==> config.mk <==
export PLATFORM = sky130hd
export DESIGN_NAME = conv3x3_engine_flat
export DESIGN_NICKNAME = d
export VERILOG_FILES = /design/src/rtl/conv3x3_if.sv /design/src/rtl/conv3x3_engine.sv /design/src/flat_wrapper.sv
export SDC_FILE = /design/constraint.sdc
export NUM_CORES = 1
export LEC_CHECK = 0
export ABC_AREA = 1
export CAP_MARGIN = 20
export CORE_MARGIN = 2
export CORE_UTILIZATION = 50
export DETAILED_ROUTE_END_ITERATION = 8
export GPL_TIMING_DRIVEN = 0
export PLACE_DENSITY = 0.73
export SLEW_MARGIN = 20
export SYNTH_ARGS = -nofsm -noshare
export SYNTH_HDL_FRONTEND = slang
export SYNTH_SLANG_ARGS = --single-unit
==> constraint.sdc <==
create_clock -name clk -period 6.6 [get_ports clk]
set_clock_uncertainty 0.1 [all_clocks]
set_input_delay 1.32 -clock clk [delete_from_list [all_inputs] [get_ports clk]]
set_output_delay 1.32 -clock clk [all_outputs]
set_load 0.01 [all_outputs]
==> src/rtl/conv3x3_if.sv <==
// conv3x3_if: window/kernel input handshake and result output handshake for conv3x3_engine.
interface conv3x3_if;
    logic                in_valid;
    logic                in_ready;
    logic [8:0][7:0]     pix_in;
    logic [8:0][7:0]     kernel_in;
    logic [1:0]          kernel_sel;
    logic                out_valid;
    logic                out_ready;
    logic [7:0]          pix_out;
    logic signed [19:0]  acc_out;
    modport master (
        output in_valid, pix_in, kernel_in, kernel_sel, out_ready,
        input  in_ready, out_valid, pix_out, acc_out
    );
    modport slave (
        input  in_valid, pix_in, kernel_in, kernel_sel, out_ready,
        output in_ready, out_valid, pix_out, acc_out
    );
endinterface

==> src/rtl/conv3x3_engine.sv <==
// conv3x3_engine: sequential 3x3 multiply-accumulate, one tap per cycle, followed by
// a mode-dependent post-process (Sobel magnitude, sharpen clamp, box-blur divide by 9).
module conv3x3_engine (
    input  logic       clk,
    input  logic       rst_n,
    conv3x3_if.slave   bus
);
    typedef enum logic [1:0] {IDLE, MAC, POST, OUT} state_t;
    state_t             state_q, state_d;
    logic [8:0][7:0]    pix_q, pix_d;
    logic [8:0][7:0]    kern_q, kern_d;
    logic [1:0]         sel_q, sel_d;
    logic signed [19:0] acc_q, acc_d;
    logic [3:0]         idx_q, idx_d;
    logic [7:0]         pix_out_q, pix_out_d;
    logic signed [19:0] acc_out_q, acc_out_d;
    logic               accept;
    logic signed [16:0] prod;
    logic [19:0]        mag;
    logic [7:0]         sobel_pix, sharp_pix, blur_pix, mode_pix;
    logic [11:0]        blur_c;
    logic [24:0]        blur_p;

    assign accept = bus.in_valid && state_q == IDLE;

    always_ff @(posedge clk or negedge rst_n) begin
        if (!rst_n) begin
            state_q   <= IDLE;
            pix_q     <= '0;
            kern_q    <= '0;
            sel_q     <= '0;
            acc_q     <= '0;
            idx_q     <= '0;
            pix_out_q <= '0;
            acc_out_q <= '0;
        end else begin
            state_q   <= state_d;
            pix_q     <= pix_d;
            kern_q    <= kern_d;
            sel_q     <= sel_d;
            acc_q     <= acc_d;
            idx_q     <= idx_d;
            pix_out_q <= pix_out_d;
            acc_out_q <= acc_out_d;
        end
    end

    always_comb begin
        state_d = state_q;
        case (state_q)
            IDLE:    state_d = accept ? MAC : IDLE;
            MAC:     state_d = idx_q == 4'd8 ? POST : MAC;
            POST:    state_d = OUT;
            default: state_d = bus.out_ready ? IDLE : OUT;
        endcase
    end

    always_comb begin
        bus.in_ready  = state_q == IDLE;
        bus.out_valid = state_q == OUT;
        bus.pix_out   = pix_out_q;
        bus.acc_out   = acc_out_q;
    end

    // Window and kernel shift down one tap per MAC edge, so tap idx always sits in slot 0.
    always_comb begin
        prod = 17'($signed({1'b0, pix_q[0]})) * 17'($signed(kern_q[0]));
    end

    always_comb begin
        mag       = acc_q[19] ? 20'(-acc_q) : acc_q;
        sobel_pix = mag > 20'd255 ? 8'd255 : mag[7:0];
        sharp_pix = acc_q[19] ? 8'd0 : (acc_q > 20'sd255 ? 8'd255 : acc_q[7:0]);
        blur_c    = acc_q[19] ? 12'd0 : (acc_q > 20'sd2295 ? 12'd2295 : acc_q[11:0]);
        blur_p    = 25'(blur_c) * 25'd7282;
        blur_pix  = blur_p[23:16];
        mode_pix  = sel_q == 2'd3 ? blur_pix : (sel_q == 2'd2 ? sharp_pix : sobel_pix);
    end

    always_comb begin
        pix_d     = pix_q;
        kern_d    = kern_q;
        sel_d     = sel_q;
        acc_d     = acc_q;
        idx_d     = idx_q;
        pix_out_d = pix_out_q;
        acc_out_d = acc_out_q;
        if (accept) begin
            pix_d  = bus.pix_in;
            kern_d = bus.kernel_in;
            sel_d  = bus.kernel_sel;
            acc_d  = '0;
            idx_d  = '0;
        end else if (state_q == MAC) begin
            acc_d  = acc_q + 20'(prod);
            idx_d  = idx_q + 4'd1;
            pix_d  = {8'd0, pix_q[8:1]};
            kern_d = {8'd0, kern_q[8:1]};
        end else if (state_q == POST) begin
            acc_out_d = acc_q;
            pix_out_d = mode_pix;
        end
    end
endmodule
==> src/flat_wrapper.sv <==
// flat-port wrapper written by rule: the top's interface ports become plain ports
module conv3x3_engine_flat 
  (clk, rst_n, bus_in_valid, bus_pix_in, bus_kernel_in, bus_kernel_sel, bus_out_ready, bus_in_ready, bus_out_valid, bus_pix_out, bus_acc_out);
  conv3x3_if bus_i ();
  input  logic clk;
  input  logic rst_n;
  input wire logic [$bits(bus_i.in_valid)-1:0] bus_in_valid;
  input wire logic [$bits(bus_i.pix_in)-1:0] bus_pix_in;
  input wire logic [$bits(bus_i.kernel_in)-1:0] bus_kernel_in;
  input wire logic [$bits(bus_i.kernel_sel)-1:0] bus_kernel_sel;
  input wire logic [$bits(bus_i.out_ready)-1:0] bus_out_ready;
  output wire logic [$bits(bus_i.in_ready)-1:0] bus_in_ready;
  output wire logic [$bits(bus_i.out_valid)-1:0] bus_out_valid;
  output wire logic [$bits(bus_i.pix_out)-1:0] bus_pix_out;
  output wire logic [$bits(bus_i.acc_out)-1:0] bus_acc_out;
  assign bus_i.in_valid = bus_in_valid;
  assign bus_i.pix_in = bus_pix_in;
  assign bus_i.kernel_in = bus_kernel_in;
  assign bus_i.kernel_sel = bus_kernel_sel;
  assign bus_i.out_ready = bus_out_ready;
  assign bus_in_ready = bus_i.in_ready;
  assign bus_out_valid = bus_i.out_valid;
  assign bus_pix_out = bus_i.pix_out;
  assign bus_acc_out = bus_i.acc_out;
  conv3x3_engine u_core (.clk(clk), .rst_n(rst_n), .bus(bus_i));
endmodule
==> Word-level counts from Yosys, hierarchy flattened <==
Index checks and enable logic that the tools add are counted.
{ "totals": {"latchBits": 0, "ramBits": 0, "rom_bits": 0, "out_inout_bits": 30, "memories": 0, "inputBits": 150, "ff_bits": 200} }
{ "classes": {"add_sub_neg": 3, "n_mul": 2, "mux": 20, "order_cmp": 3, "shifts": 0, "bitwise": 2, "div_mod_pow": 0, "n_reduce_logical": 4, "n_eq_ne": 6} }
{ "op_table": {"columns": ["op", "count"], "rows": [
  ["two-way mux 72 bit", 4],
  ["two-way mux 20 bit", 3],
  ["two-way mux 8 bit", 5],
  ["two-way mux 12 bit", 2],
  ["multiplier 12 x 12 -> 23 bit, second input constant", 1],
  ["adder 20 x 17 -> 20 bit", 1],
  ["greater-than comparator 20 x 13 -> 1 bit, second input constant", 1],
  ["greater-than comparator 20 x 8 -> 1 bit, second input constant", 1],
  ["greater-than comparator 20 x 9 -> 1 bit, second input constant", 1],
  ["negator 20 bit", 1],
  ["multiplier 9 x 8 -> 17 bit", 1],
  ["equality test 2 bit, second input constant", 4],
  ["two-way mux 4 bit", 2],
  ["case mux 2 bit (3 select lines)", 1],
  ["adder 4 x 1 -> 4 bit, second input constant", 1],
  ["equality test 4 bit, second input constant", 1],
  ["two-way mux 2 bit", 2],
  ["AND reduction 3 bit", 1],
  ["equality test 2 x 1 -> 1 bit, second input constant", 1],
  ["logical NOT 2 bit", 1],
  ["inverter 1 bit", 2],
  ["nonzero test 2 bit", 1],
  ["logical AND 1 bit", 1],
  ["two-way mux 1 bit", 1]
]} }

==> Longest topological paths before layout <==
Gate-level depths: netlist (run 1).
{ "logic_depth": {"ltp_word": 6, "ltp_mapped": 31, "mapped_depth_nobuf": 30} }

==> Worst setup path before layout (run 1) <==
Ideal clock, no wire load.
{ "synth_path": {"kind": "flip-flop to flip-flop", "from": "register u_core.acc_q[19]", "to": "register u_core.pix_out_q[7], in the netlist u_core.bus.pix_out[7]", "setup_time_ps": 117, "path_stages_with_launch": 27, "path_buffers": 3, "period_less_slack_ps": 5254, "required_time_ps": 6383, "slack_ps": 1346, "arrival_time_ps": 5036, "cell_sequence": "dfrtp_1 buf_4 clkbuf_1 clkbuf_1 a21oi_1 inv_1 fa_1 inv_1 ha_1 inv_1 fa_1 inv_1 fa_1 inv_1 fa_1 inv_1 ha_1 nand2_1 o21a_1 o32ai_1 nor3b_1 o21ai_1 nand2_1 nand2_1 nor2_1 nor2_1 nor2_1"} }
{ "synth_between": {"elab_chain_cells": 6, "word_cells_on_any_way": 13, "cone_classes": "1 x add/sub; 1 x mul; 3 x order compare; 8 x mux"} }
{ "synth_rtl": {"columns": ["element", "line_no", "source"], "rows": [
  ["start, declared", "conv3x3_engine.sv:13", "logic signed [19:0] acc_q, acc_d;"],
  ["start signal, assigned", "conv3x3_engine.sv:32", "acc_q <= '0;"],
  ["start signal, assigned", "conv3x3_engine.sv:41", "acc_q <= acc_d;"],
  ["parallel branches: the longest is 5 deep, another holds multiplier 12 x 12 -> 23 bit", null, null],
  ["two-way mux 8 bit *", "conv3x3_engine.sv:77", "mode_pix = sel_q == 2'd3 ? blur_pix : (sel_q == 2'd2 ? sharp_pix : sobel_pix);"],
  ["end signal, assigned", "conv3x3_engine.sv:43", "pix_out_q <= pix_out_d;"],
  ["end, declared", "conv3x3_engine.sv:15", "logic [7:0] pix_out_q, pix_out_d;"]
]} }
Every way passes the cells marked *.
A chain may end at the register's enable or synchronous reset.

==> Worst setup path in the final report (run 1) <==
Ends and elaborated chain as after synthesis.

==> results.rst, run 1 <==
.. list-table::
   :header-rows: 1

   * - Metric
     - Value
   * - Largest driver fanout on the critical path
     - 10
   * - Element type at the critical path end
     - register
   * - Period utilisation layout
     - 91.1%
   * - Most used cell, CP
     - sky130_fd_sc_hd__inv_1
   * - Per-instance average area after synthesis
     - 8.18 sq um
   * - Number of cells traversed by the worst hold path
     - 2
   * - Synthesized net count
     - 2095
   * - Unrepaired setup endpoints after global routing
     - false
   * - Number of synthesized flops with an enable pin
     - 0
   * - Worst Hold Margin
     - 384 ps
   * - Die extent in x
     - 173 um
   * - Worst Hold Class
     - reg2reg
   * - Clock sink count
     - 200
   * - Clk_lat worst skew
     - 440 ps
   * - Vias in the first global route
     - 12065
   * - Final Hold Viols
     - 0
   * - Unique cell type count in the Yosys netlist
     - 46
   * - Synth top area share
     - 35.2%
   * - Nets
     - 2295
   * - Clock transition time at the flip-flop clock pins of the worst setup and hold paths
     - 80 ps
   * - Root Buffer Master
     - sky130_fd_sc_hd__clkbuf_16
   * - Die span in y
     - 173 um
   * - Residual antenna-violating net count after detailed routing
     - 0
   * - Cell depth of the worst setup path
     - 26
   * - Mean number of vias per cell
     - 5.24
   * - Final count of pins violating max slew
     - 0
   * - Detailed placement HPWL
     - 30100 um
   * - Final Wtd Congestion
     - 0.903
   * - Number of synthesized register bits
     - 200
   * - Cell types with the largest area share after synthesis
     - sky130_fd_sc_hd__dfrtp_1 (35%), sky130_fd_sc_hd__nand2_1 (14%), sky130_fd_sc_hd__ha_1 (11%)
   * - H-tree levels
     - 4
   * - Relative slew margins
     - 43.3%
   * - Area growth from synthesis to layout
     - 20.7%
   * - Count of input and output buffers
     - 179
   * - Tot GR Track Use
     - 25.8%
   * - Cell family with most CP delay
     - adder cells
   * - DRC marker count from the first detailed-route iteration
     - 821
   * - Number of hold-repair buffers added at the cts stage
     - 0
   * - TritonCTS clock tree
     - yes
   * - Detailed-route wire length
     - 37600 um
   * - Final Setup Violations
     - 0
   * - Number of buffer and inverter stages on the critical path
     - 9
   * - GRT overflow
     - 0
   * - Floorplan row count
     - 61
   * - Share of layout cells above drive strength 1
     - 4.00%
   * - Kind of critical path
     - reg2reg
   * - Slowest cell on the critical path
     - sky130_fd_sc_hd__fa_1
   * - Initial antenna violation count
     - 0
   * - Maximum operating frequency
     - 0.166 GHz
   * - Instance count of the mapped netlist
     - 1736
   * - Wire length of the first global-routing pass
     - 61300 um
   * - Portion of the post-synthesis area used by sequential elements
     - 35.2%
   * - Post-synthesis instance area
     - 0.0142 sq mm
   * - Antenna diode count
     - 0
   * - CTS resizes
     - 0
   * - Area enclosed by the die boundary
     - 0.0298 sq mm
   * - Maximum number of pins on one net before global-route repair
     - 98
   * - Outcome
     - finished, final reports clean
   * - Kind of start point of the critical path
     - register
   * - Data arrival at the endpoint of the critical path
     - 6250 ps
   * - Warnings from Yosys
     - 0
   * - Number of buffers created by CTS
     - 17
   * - Data required time of the worst path
     - 6840 ps
   * - Critical path's largest stage delay
     - 530 ps
   * - Synth Flop Type
     - sky130_fd_sc_hd__dfrtp_1
   * - DRT Pass-1 Iters
     - 5
   * - Transition time at the pin with the least slew margin
     - 851 ps
   * - Post-layout min period
     - 6010 ps
   * - Cell depth of the worst flop-to-flop path
     - 26
   * - Top cell type by total area after synthesis
     - sky130_fd_sc_hd__dfrtp_1
   * - Effective utilization at floorplan
     - 51.0%
   * - Boundary pin count
     - 180
   * - Vias
     - 12197
   * - Drc violations
     - 0
   * - WL per Instance
     - 16.1 um
   * - Postcts setup bufs
     - 0
   * - Maximum clock insertion buffer count
     - 2
   * - Placeable Area
     - 0.0279 sq mm
   * - Max capacitance violation total
     - 0
   * - Proportion of register bits with asynchronous set or reset after synthesis
     - 100%
==> cell usage in the layout, fill, tap and decap left out, drive strengths merged, types with 2 or more instances in the layout <==
master and n:
a21oi 69, a22o 16, a22oi 2, buf 11, clkbuf 85, clkdlybuf4s50 178, clkinv 10, dfrtp 200
fa 79, ha 130, inv 252, nand2 537, nand3 117, nand3b 4, nand4 6, nor2 76
nor3 8, nor3b 2, o2111ai 2, o211ai 27, o21a 4, o21ai 67, o21bai 3, o221ai 21
o22ai 7, o31ai 2, or2 3, xnor2 6, xor2 19
==> stage by stage <==
step	setup slack, ps	setup TNS [ps]	cell area [sq um]	utilization, %	instances
after floorplan	1350	0	14200	-	1736
after global placement	-4210	-836520	16500	59.1	2293
after detailed placement	677	0	16500	59.3	2295
after CTS	660	0	17100	61.5	2327
after global routing	216	0	17100	61.5	2327
final	587	0	17100	61.5	2327
==> cell families (layout without fill, tap and decap cells) <==
group                    Yosys count  in the layout  synth area share (%)
AND/OR/NAND/NOR                  754            754                  22.2
flip-flops                       200            200                  35.2
adder cells (fa/ha/maj)          209            209                  22.6
AO/OA/AOI/OAI                    224            224                  9.78
buffers and inverters            324            537                  8.66
XOR/XNOR                          25             25                  1.54
==> flip-flops by register name, indices dropped and copies added (netlist names) <==
signal              cells
u_core.kern_q          72
u_core.sel_q            2
u_core.acc_q           20
u_core.bus.acc_out     20
u_core.state_q          2
u_core.idx_q            4
u_core.bus.pix_out      8
u_core.pix_q           72
==> worst paths after layout <==
path                       slack (ps)                                end                           from
min reg2reg                       380      u_core.kern_q[57]$_DFFE_PN0P_  u_core.kern_q[57]$_DFFE_PN0P_
max                               590  u_core.bus.pix_out[7]$_DFFE_PN0P_   u_core.acc_q[19]$_DFFE_PN0P_
max reg2reg                       590  u_core.bus.pix_out[7]$_DFFE_PN0P_   u_core.acc_q[19]$_DFFE_PN0P_
min                               380      u_core.kern_q[57]$_DFFE_PN0P_  u_core.kern_q[57]$_DFFE_PN0P_
max in group asynchronous        4690      u_core.kern_q[33]$_DFFE_PN0P_                          rst_n
min in group asynchronous         560  u_core.bus.pix_out[2]$_DFFE_PN0P_                          rst_n
==> cell usage after synthesis (all sizes together), types with 16 or more instances <==
| cell | n |
|---|---|
| a22o | 16 |
| nor2 | 76 |
| dfrtp | 200 |
| xor2 | 19 |
| o221ai | 21 |
| inv | 247 |
| a21oi | 69 |
| o21ai | 67 |
| ha | 130 |
| fa | 79 |
| nand3 | 117 |
| clkbuf | 67 |
| nand2 | 537 |
| o211ai | 27 |
==> layer usage <==
layer	track usage (%)	wire length, um	vias up
met1	35.4	16900	5861
met3	5.50	2470	38
li1	-	-	5947
met2	42.0	17700	351
met5	0	0	-
met4	6.13	569	0
==> worst reg2reg max path, delay by kind of cell, from the launching register on <==
kind	cells	cell delay [ps]
AND/OR/NAND/NOR	7	530
buffers and inverters	9	1170
adder cells (fa/ha/maj)	6	2700
AO/OA/AOI/OAI	4	1040
flip-flops	1	380
==> cell type report <==
| class | count | area [sq um] |
|---|---|---|
| Fill cell | 2467 | 10700 |
| Multi-Input combinational cell | 1212 | 7970 |
| Sequential cell | 200 | 5000 |
| Timing Repair Buffer | 181 | 1850 |
| Inverter | 249 | 936 |
| Tap cell | 378 | 473 |
| Clock buffer | 18 | 429 |
| Buffer | 75 | 294 |
| Clock inverter | 14 | 181 |
Power of run 1 is left out: the tool's default activity adds up to more than one toggle a clock period on the data nets, which glitch-free logic cannot reach.
==> run 2: changes to the inputs <==
--- a/config.mk
+++ b/config.mk
@@ -12,7 +12,6 @@
 export DETAILED_ROUTE_END_ITERATION = 8
 export GPL_TIMING_DRIVEN = 0
 export PLACE_DENSITY = 0.73
-export SLEW_MARGIN = 20
 export SYNTH_ARGS = -nofsm -noshare
 export SYNTH_HDL_FRONTEND = slang
 export SYNTH_SLANG_ARGS = --single-unit
==> run 2 against run 1 <==
Highest routed layer unchanged. Via count increased by 0.24%. Critical path depth unchanged. Final cell count about the same. Clock-buffer cell count unchanged. Core utilization about the same. First-iteration DRC count decreased by 2.8%. Global-route usage decreased by 0.14 points. Die area unchanged. Register-to-register slack about the same. Routed wire length increased by 0.13%.
==> results.rst, run 2 (synthesis gave the netlist of run 1 again) <==
.. list-table::
   :header-rows: 1

   * - Metric
     - Value
   * - Outcome
     - finished, final reports clean
   * - Clk_lat worst skew
     - 450 ps
   * - Number of cells traversed by the worst hold path
     - 2
   * - Element type at the critical path end
     - register
   * - Postcts setup bufs
     - 0
   * - Area growth from synthesis to layout
     - 20.6%
   * - Count of input and output buffers
     - 179
   * - Initial antenna violation count
     - 0
   * - Data arrival at the endpoint of the critical path
     - 6240 ps
   * - Tot GR Track Use
     - 25.6%
   * - Root Buffer Master
     - sky130_fd_sc_hd__clkbuf_16
   * - Post-layout min period
     - 6000 ps
   * - Mean number of vias per cell
     - 5.26
   * - CTS resizes
     - 0
   * - TritonCTS clock tree
     - yes
   * - Placed insts
     - 2294
   * - Floorplan row count
     - 61
   * - WL per Instance
     - 16.2 um
   * - Maximum number of pins on one net before global-route repair
     - 107
   * - Maximum clock insertion buffer count
     - 2
   * - Boundary pin count
     - 180
   * - Final Wtd Congestion
     - 0.903
   * - Antenna diode count
     - 0
   * - Vias in the first global route
     - 12122
   * - Residual antenna-violating net count after detailed routing
     - 0
   * - Maximum operating frequency
     - 0.167 GHz
   * - Die span in y
     - 173 um
   * - Nets
     - 2294
   * - Period utilisation layout
     - 91.0%
   * - Wire length of the first global-routing pass
     - 61200 um
   * - Drc violations
     - 0
   * - Effective utilization at floorplan
     - 51.0%
   * - DRC marker count from the first detailed-route iteration
     - 798
   * - GRT overflow
     - 0
   * - Vias
     - 12226
   * - H-tree levels
     - 4
   * - Transition time at the pin with the least slew margin
     - 842 ps
   * - Registers with the most flip-flops
     - u_core.kern_q x72, u_core.pix_q x72
   * - Area enclosed by the die boundary
     - 0.0298 sq mm
   * - Final Setup Violations
     - 0
   * - Worst Hold Class
     - reg2reg
   * - Clock sink count
     - 200
   * - Kind of critical path
     - reg2reg
   * - Data required time of the worst path
     - 6840 ps
   * - Final Hold Viols
     - 0
   * - Clock transition time at the flip-flop clock pins of the worst setup and hold paths
     - 80 ps
   * - Detailed-route wire length
     - 37600 um
   * - Kind of start point of the critical path
     - register
   * - Number of buffers created by CTS
     - 17
   * - Placeable Area
     - 0.0279 sq mm
   * - Detailed placement HPWL
     - 30100 um
   * - Final count of pins violating max slew
     - 0
   * - Max capacitance violation total
     - 0
   * - Cell depth of the worst flop-to-flop path
     - 26
   * - Unrepaired setup endpoints after global routing
     - false
   * - Final standard cell count with taps included and fillers excluded
     - 2326
   * - Share of layout cells above drive strength 1
     - 4.00%
   * - Number of hold-repair buffers added at the cts stage
     - 0
   * - DRT Pass-1 Iters
     - 5
   * - Relative slew margins
     - 43.9%
   * - Die extent in x
     - 173 um
   * - Leading cell types in the layout, fill and taps excluded
     - sky130_fd_sc_hd__nand2_1 (527), sky130_fd_sc_hd__inv_1 (239), sky130_fd_sc_hd__dfrtp_1 (200), sky130_fd_sc_hd__clkdlybuf4s50_1 (178), sky130_fd_sc_hd__ha_1 (130)
   * - Largest driver fanout on the critical path
     - 10
   * - Most frequent standard cell in the layout excluding fill and tap cells
     - sky130_fd_sc_hd__nand2_1
   * - Register-to-register setup slack
     - 600 ps
-- run 2: metrics by stage --
stage / setup slack, ps / hold slack, ps / TNS, ps / util [%] / instance area, sq um
after floorplan: 1350 / 352 / 0 / - / 14200
after global placement: -4210 / 365 / -836520 / 59.1 / 16500
after detailed placement: 689 / 370 / 0 / 59.2 / 16500
after CTS: 668 / 389 / 0 / 61.5 / 17100
after global routing: 279 / 411 / 0 / 61.5 / 17100
final: 596 / 383 / 0 / 61.5 / 17100
-- run 2: path summary, 6_finish.rpt --
kind	from	to
max	u_core.acc_q[19]$_DFFE_PN0P_	u_core.bus.pix_out[7]$_DFFE_PN0P_
min	u_core.bus.acc_out[4]$_DFFE_PN0P_	u_core.bus.acc_out[4]$_DFFE_PN0P_
max reg2reg	u_core.acc_q[19]$_DFFE_PN0P_	u_core.bus.pix_out[7]$_DFFE_PN0P_
min reg2reg	u_core.bus.acc_out[4]$_DFFE_PN0P_	u_core.bus.acc_out[4]$_DFFE_PN0P_
max in group asynchronous	rst_n	u_core.kern_q[21]$_DFFE_PN0P_
min in group asynchronous	rst_n	u_core.bus.pix_out[2]$_DFFE_PN0P_
-- run 2: worst max-delay path, stage by stage (launching register included) --
cell and delay [ps]:
sky130_fd_sc_hd__dfrtp_1 380, sky130_fd_sc_hd__buf_4 180, sky130_fd_sc_hd__clkbuf_1 270, sky130_fd_sc_hd__clkbuf_1 280, sky130_fd_sc_hd__a21oi_1 440, sky130_fd_sc_hd__inv_1 170
sky130_fd_sc_hd__fa_1 510, sky130_fd_sc_hd__inv_1 40, sky130_fd_sc_hd__ha_1 310, sky130_fd_sc_hd__inv_1 80, sky130_fd_sc_hd__fa_1 540, sky130_fd_sc_hd__inv_1 60
sky130_fd_sc_hd__fa_1 500, sky130_fd_sc_hd__inv_1 60, sky130_fd_sc_hd__fa_1 530, sky130_fd_sc_hd__inv_1 40, sky130_fd_sc_hd__ha_1 310, sky130_fd_sc_hd__nand2_1 130
sky130_fd_sc_hd__o21a_1 240, sky130_fd_sc_hd__o32ai_1 240, sky130_fd_sc_hd__nor3b_1 90, sky130_fd_sc_hd__o21ai_1 100, sky130_fd_sc_hd__nand2_1 70, sky130_fd_sc_hd__nand2_1 60
sky130_fd_sc_hd__nor2_1 40, sky130_fd_sc_hd__nor2_1 80, sky130_fd_sc_hd__nor2_1 40
-- run 2: per-layer routing --
layer,GRT usage (%),vias up,part of all wire [%]
li1,-,5945,-
met1,35.0,5869,45
met2,42.5,374,47
met3,4.99,38,6.4
met4,5.88,0,1.6
met5,0,-,0
-- run 2: final cells by class --
cell class,count,area (sq um)
multi-input combinational,1212,7970
buffer,75,294
inverter,249,936
sequential,200,5000
fill,2468,10700
clock buffer,18,439
clock inverter,14,185
timing repair buffer,180,1820
tap,378,473
Power of run 2 is left out for the same reason.
==> run 3: changes to the inputs <==
--- a/config.mk
+++ b/config.mk
@@ -7,10 +7,11 @@
 export LEC_CHECK = 0
 export ABC_AREA = 1
 export CAP_MARGIN = 20
+export CORE_ASPECT_RATIO = 1.5
 export CORE_MARGIN = 2
 export CORE_UTILIZATION = 50
 export DETAILED_ROUTE_END_ITERATION = 8
-export GPL_TIMING_DRIVEN = 0
+export GPL_TIMING_DRIVEN = 1
 export PLACE_DENSITY = 0.73
 export SYNTH_ARGS = -nofsm -noshare
 export SYNTH_HDL_FRONTEND = slang
==> run 3 against run 2 <==
Register-to-register slack gained 200 ps. Die area is essentially flat. Critical path depth grew 1.
==> results.rst, run 3 (synthesis gave the netlist of run 1 again) <==
.. list-table::
   :header-rows: 1

   * - Metric
     - Value
   * - Area growth from synthesis to layout
     - 18.3%
   * - Worst Hold Class
     - reg2reg
   * - Die span in y
     - 210 um
   * - DRC marker count from the first detailed-route iteration
     - 714
   * - Worst R2R End
     - u_core.bus.pix_out[7]$_DFFE_PN0P_
   * - Leading cell types in the layout, fill and taps excluded
     - sky130_fd_sc_hd__nand2_1 (527), sky130_fd_sc_hd__inv_1 (238), sky130_fd_sc_hd__dfrtp_1 (200), sky130_fd_sc_hd__clkdlybuf4s50_1 (178), sky130_fd_sc_hd__ha_1 (130)
   * - Final count of pins violating max slew
     - 0
   * - DRT Pass-1 Iters
     - 7
   * - Final Hold Viols
     - 0
   * - Number of hold-repair buffers added at the cts stage
     - 0
   * - Largest driver fanout on the critical path
     - 5
   * - Transition time at the pin with the least slew margin
     - 1040 ps
   * - Clock transition time at the flip-flop clock pins of the worst setup and hold paths
     - 70 ps
   * - Maximum number of pins on one net before global-route repair
     - 96
   * - Final standard cell count with taps included and fillers excluded
     - 2227
   * - Cell depth of the worst flop-to-flop path
     - 27
   * - Most frequent standard cell in the layout excluding fill and tap cells
     - sky130_fd_sc_hd__nand2_1
   * - TritonCTS clock tree
     - yes
   * - Drc violations
     - 0
   * - Kind of critical path
     - reg2reg
   * - Registers with the most flip-flops
     - u_core.kern_q x72, u_core.pix_q x72
   * - Vias
     - 12047
   * - Reg2reg start
     - u_core.acc_q[12]$_DFFE_PN0P_
   * - Data arrival at the endpoint of the critical path
     - 6050 ps
   * - Floorplan row count
     - 75
   * - Maximum clock insertion buffer count
     - 2
   * - Routed wl met2
     - 19900 um
   * - Share of layout cells above drive strength 1
     - 4.52%
   * - Boundary pin count
     - 180
   * - H-tree levels
     - 4
   * - Fillers
     - 2517
   * - Total Neg Setup Slack
     - 0 ps
   * - Min setup slack post-route
     - 798 ps
   * - Clk_lat worst skew
     - 450 ps
   * - Area enclosed by the die boundary
     - 0.0298 sq mm
   * - Number of buffers created by CTS
     - 17
   * - Mean number of vias per cell
     - 5.41
   * - Period utilisation layout
     - 87.9%
   * - Final Wtd Congestion
     - 0.936
   * - CTS resizes
     - 0
   * - Routed wl met3
     - 1600 um
   * - Final Setup Violations
     - 0
   * - Footprint of the multi-input gates
     - 0.00798 sq mm
   * - Placed insts
     - 2196
   * - Effective utilization at floorplan
     - 50.8%
   * - Outcome
     - finished, final reports clean
   * - Count of input and output buffers
     - 179
   * - Root Buffer Master
     - sky130_fd_sc_hd__clkbuf_16
   * - Die extent in x
     - 142 um
   * - Topmost layer with routed signal wires
     - met4
   * - Flip-flop and latch area
     - 0.00500 sq mm
   * - Nets
     - 2228
   * - Data required time of the worst path
     - 6840 ps
   * - Kind of start point of the critical path
     - register
   * - Vias in the first global route
     - 12326
   * - Element type at the critical path end
     - register
   * - Launch point of the critical path
     - u_core.acc_q[12]$_DFFE_PN0P_
   * - Number of cells traversed by the worst hold path
     - 2
   * - Post-layout min period
     - 5800 ps
   * - End of the worst hold path
     - u_core.pix_q[44]$_DFFE_PN0P_
   * - Maximum operating frequency
     - 0.172 GHz
   * - Clock sink count
     - 200
   * - Relative slew margins
     - 30.7%
   * - Register-to-register setup slack
     - 800 ps
   * - Placeable Area
     - 0.0280 sq mm
   * - WL per Instance
     - 16.8 um
   * - Wire length of the first global-routing pass
     - 61100 um
   * - Detailed placement HPWL
     - 28700 um
   * - Max capacitance violation total
     - 0
   * - Placement Setup Slack
     - 850 ps
   * - Initial antenna violation count
     - 0
   * - Startpoint of the tightest hold check path
     - u_core.pix_q[44]$_DFFE_PN0P_
   * - Unrepaired setup endpoints after global routing
     - false
   * - Residual antenna-violating net count after detailed routing
     - 0
   * - GRT overflow
     - 0
   * - Tot GR Track Use
     - 26.0%
   * - Antenna diode count
     - 0
   * - Postcts setup bufs
     - 0
   * - Routed length on met1
     - 14200 um
   * - Detailed-route wire length
     - 37400 um
## run 3: layout make-up
class / instances / share of cell area (%)
flip-flops and latches: 200 / 29.8
clock inverters: 14 / 0.842
repair buffers: 189 / 11.1
well taps: 346 / 2.58
multi-input cells: 1212 / 47.5
inverters: 249 / 5.59
clock buffers: 17 / 2.53
## run 3: worst max-delay path by stage
stage	endpoint	cells past startpoint
4_1_cts	u_core.bus.pix_out[7]$_DFFE_PN0P_	27
6_report	u_core.bus.pix_out[7]$_DFFE_PN0P_	27
3_3_place_gp	u_core.bus.pix_out[7]$_DFFE_PN0P_	27
3_5_place_dp	u_core.bus.pix_out[7]$_DFFE_PN0P_	27
2_1_floorplan	u_core.bus.pix_out[7]$_DFFE_PN0P_	26
5_1_grt	u_core.bus.pix_out[7]$_DFFE_PN0P_	29
## run 3: worst max-delay path: stages, from the launching register on
cell and delay, ps:
sky130_fd_sc_hd__dfrtp_1 450, sky130_fd_sc_hd__nor2_2 210, sky130_fd_sc_hd__nand2_1 120, sky130_fd_sc_hd__nor2_4 160, sky130_fd_sc_hd__nand2_1 80, sky130_fd_sc_hd__nor2_1 310, sky130_fd_sc_hd__inv_1 200, sky130_fd_sc_hd__fa_1 560
sky130_fd_sc_hd__inv_1 40, sky130_fd_sc_hd__ha_1 290, sky130_fd_sc_hd__inv_1 60, sky130_fd_sc_hd__fa_1 560, sky130_fd_sc_hd__inv_1 70, sky130_fd_sc_hd__fa_1 500, sky130_fd_sc_hd__inv_1 60, sky130_fd_sc_hd__fa_1 530
sky130_fd_sc_hd__inv_1 40, sky130_fd_sc_hd__ha_1 310, sky130_fd_sc_hd__nand2_1 120, sky130_fd_sc_hd__o21a_1 220, sky130_fd_sc_hd__o32ai_1 220, sky130_fd_sc_hd__nor3b_1 70, sky130_fd_sc_hd__o21ai_1 100, sky130_fd_sc_hd__nand2_1 70
sky130_fd_sc_hd__nand2_1 70, sky130_fd_sc_hd__nor2_1 40, sky130_fd_sc_hd__nor2_1 80, sky130_fd_sc_hd__nor2_1 40
## run 3: metrics by stage
step / cell area, sq um / hold slack, ps / util, %
after floorplan: 14200 / 352 / -
after global placement: 16200 / 364 / 58.0
after detailed placement: 16200 / 369 / 58.0
after CTS: 16800 / 387 / 60.1
after global routing: 16800 / 401 / 60.1
final: 16800 / 384 / 60.1
## run 3: routing by layer
metal,up-vias,track usage [%]
met4,0,12.9
li1,5806,-
met2,320,47.0
met1,5818,29.4
met5,-,0
met3,103,4.25
Power of run 3 is left out for the same reason.
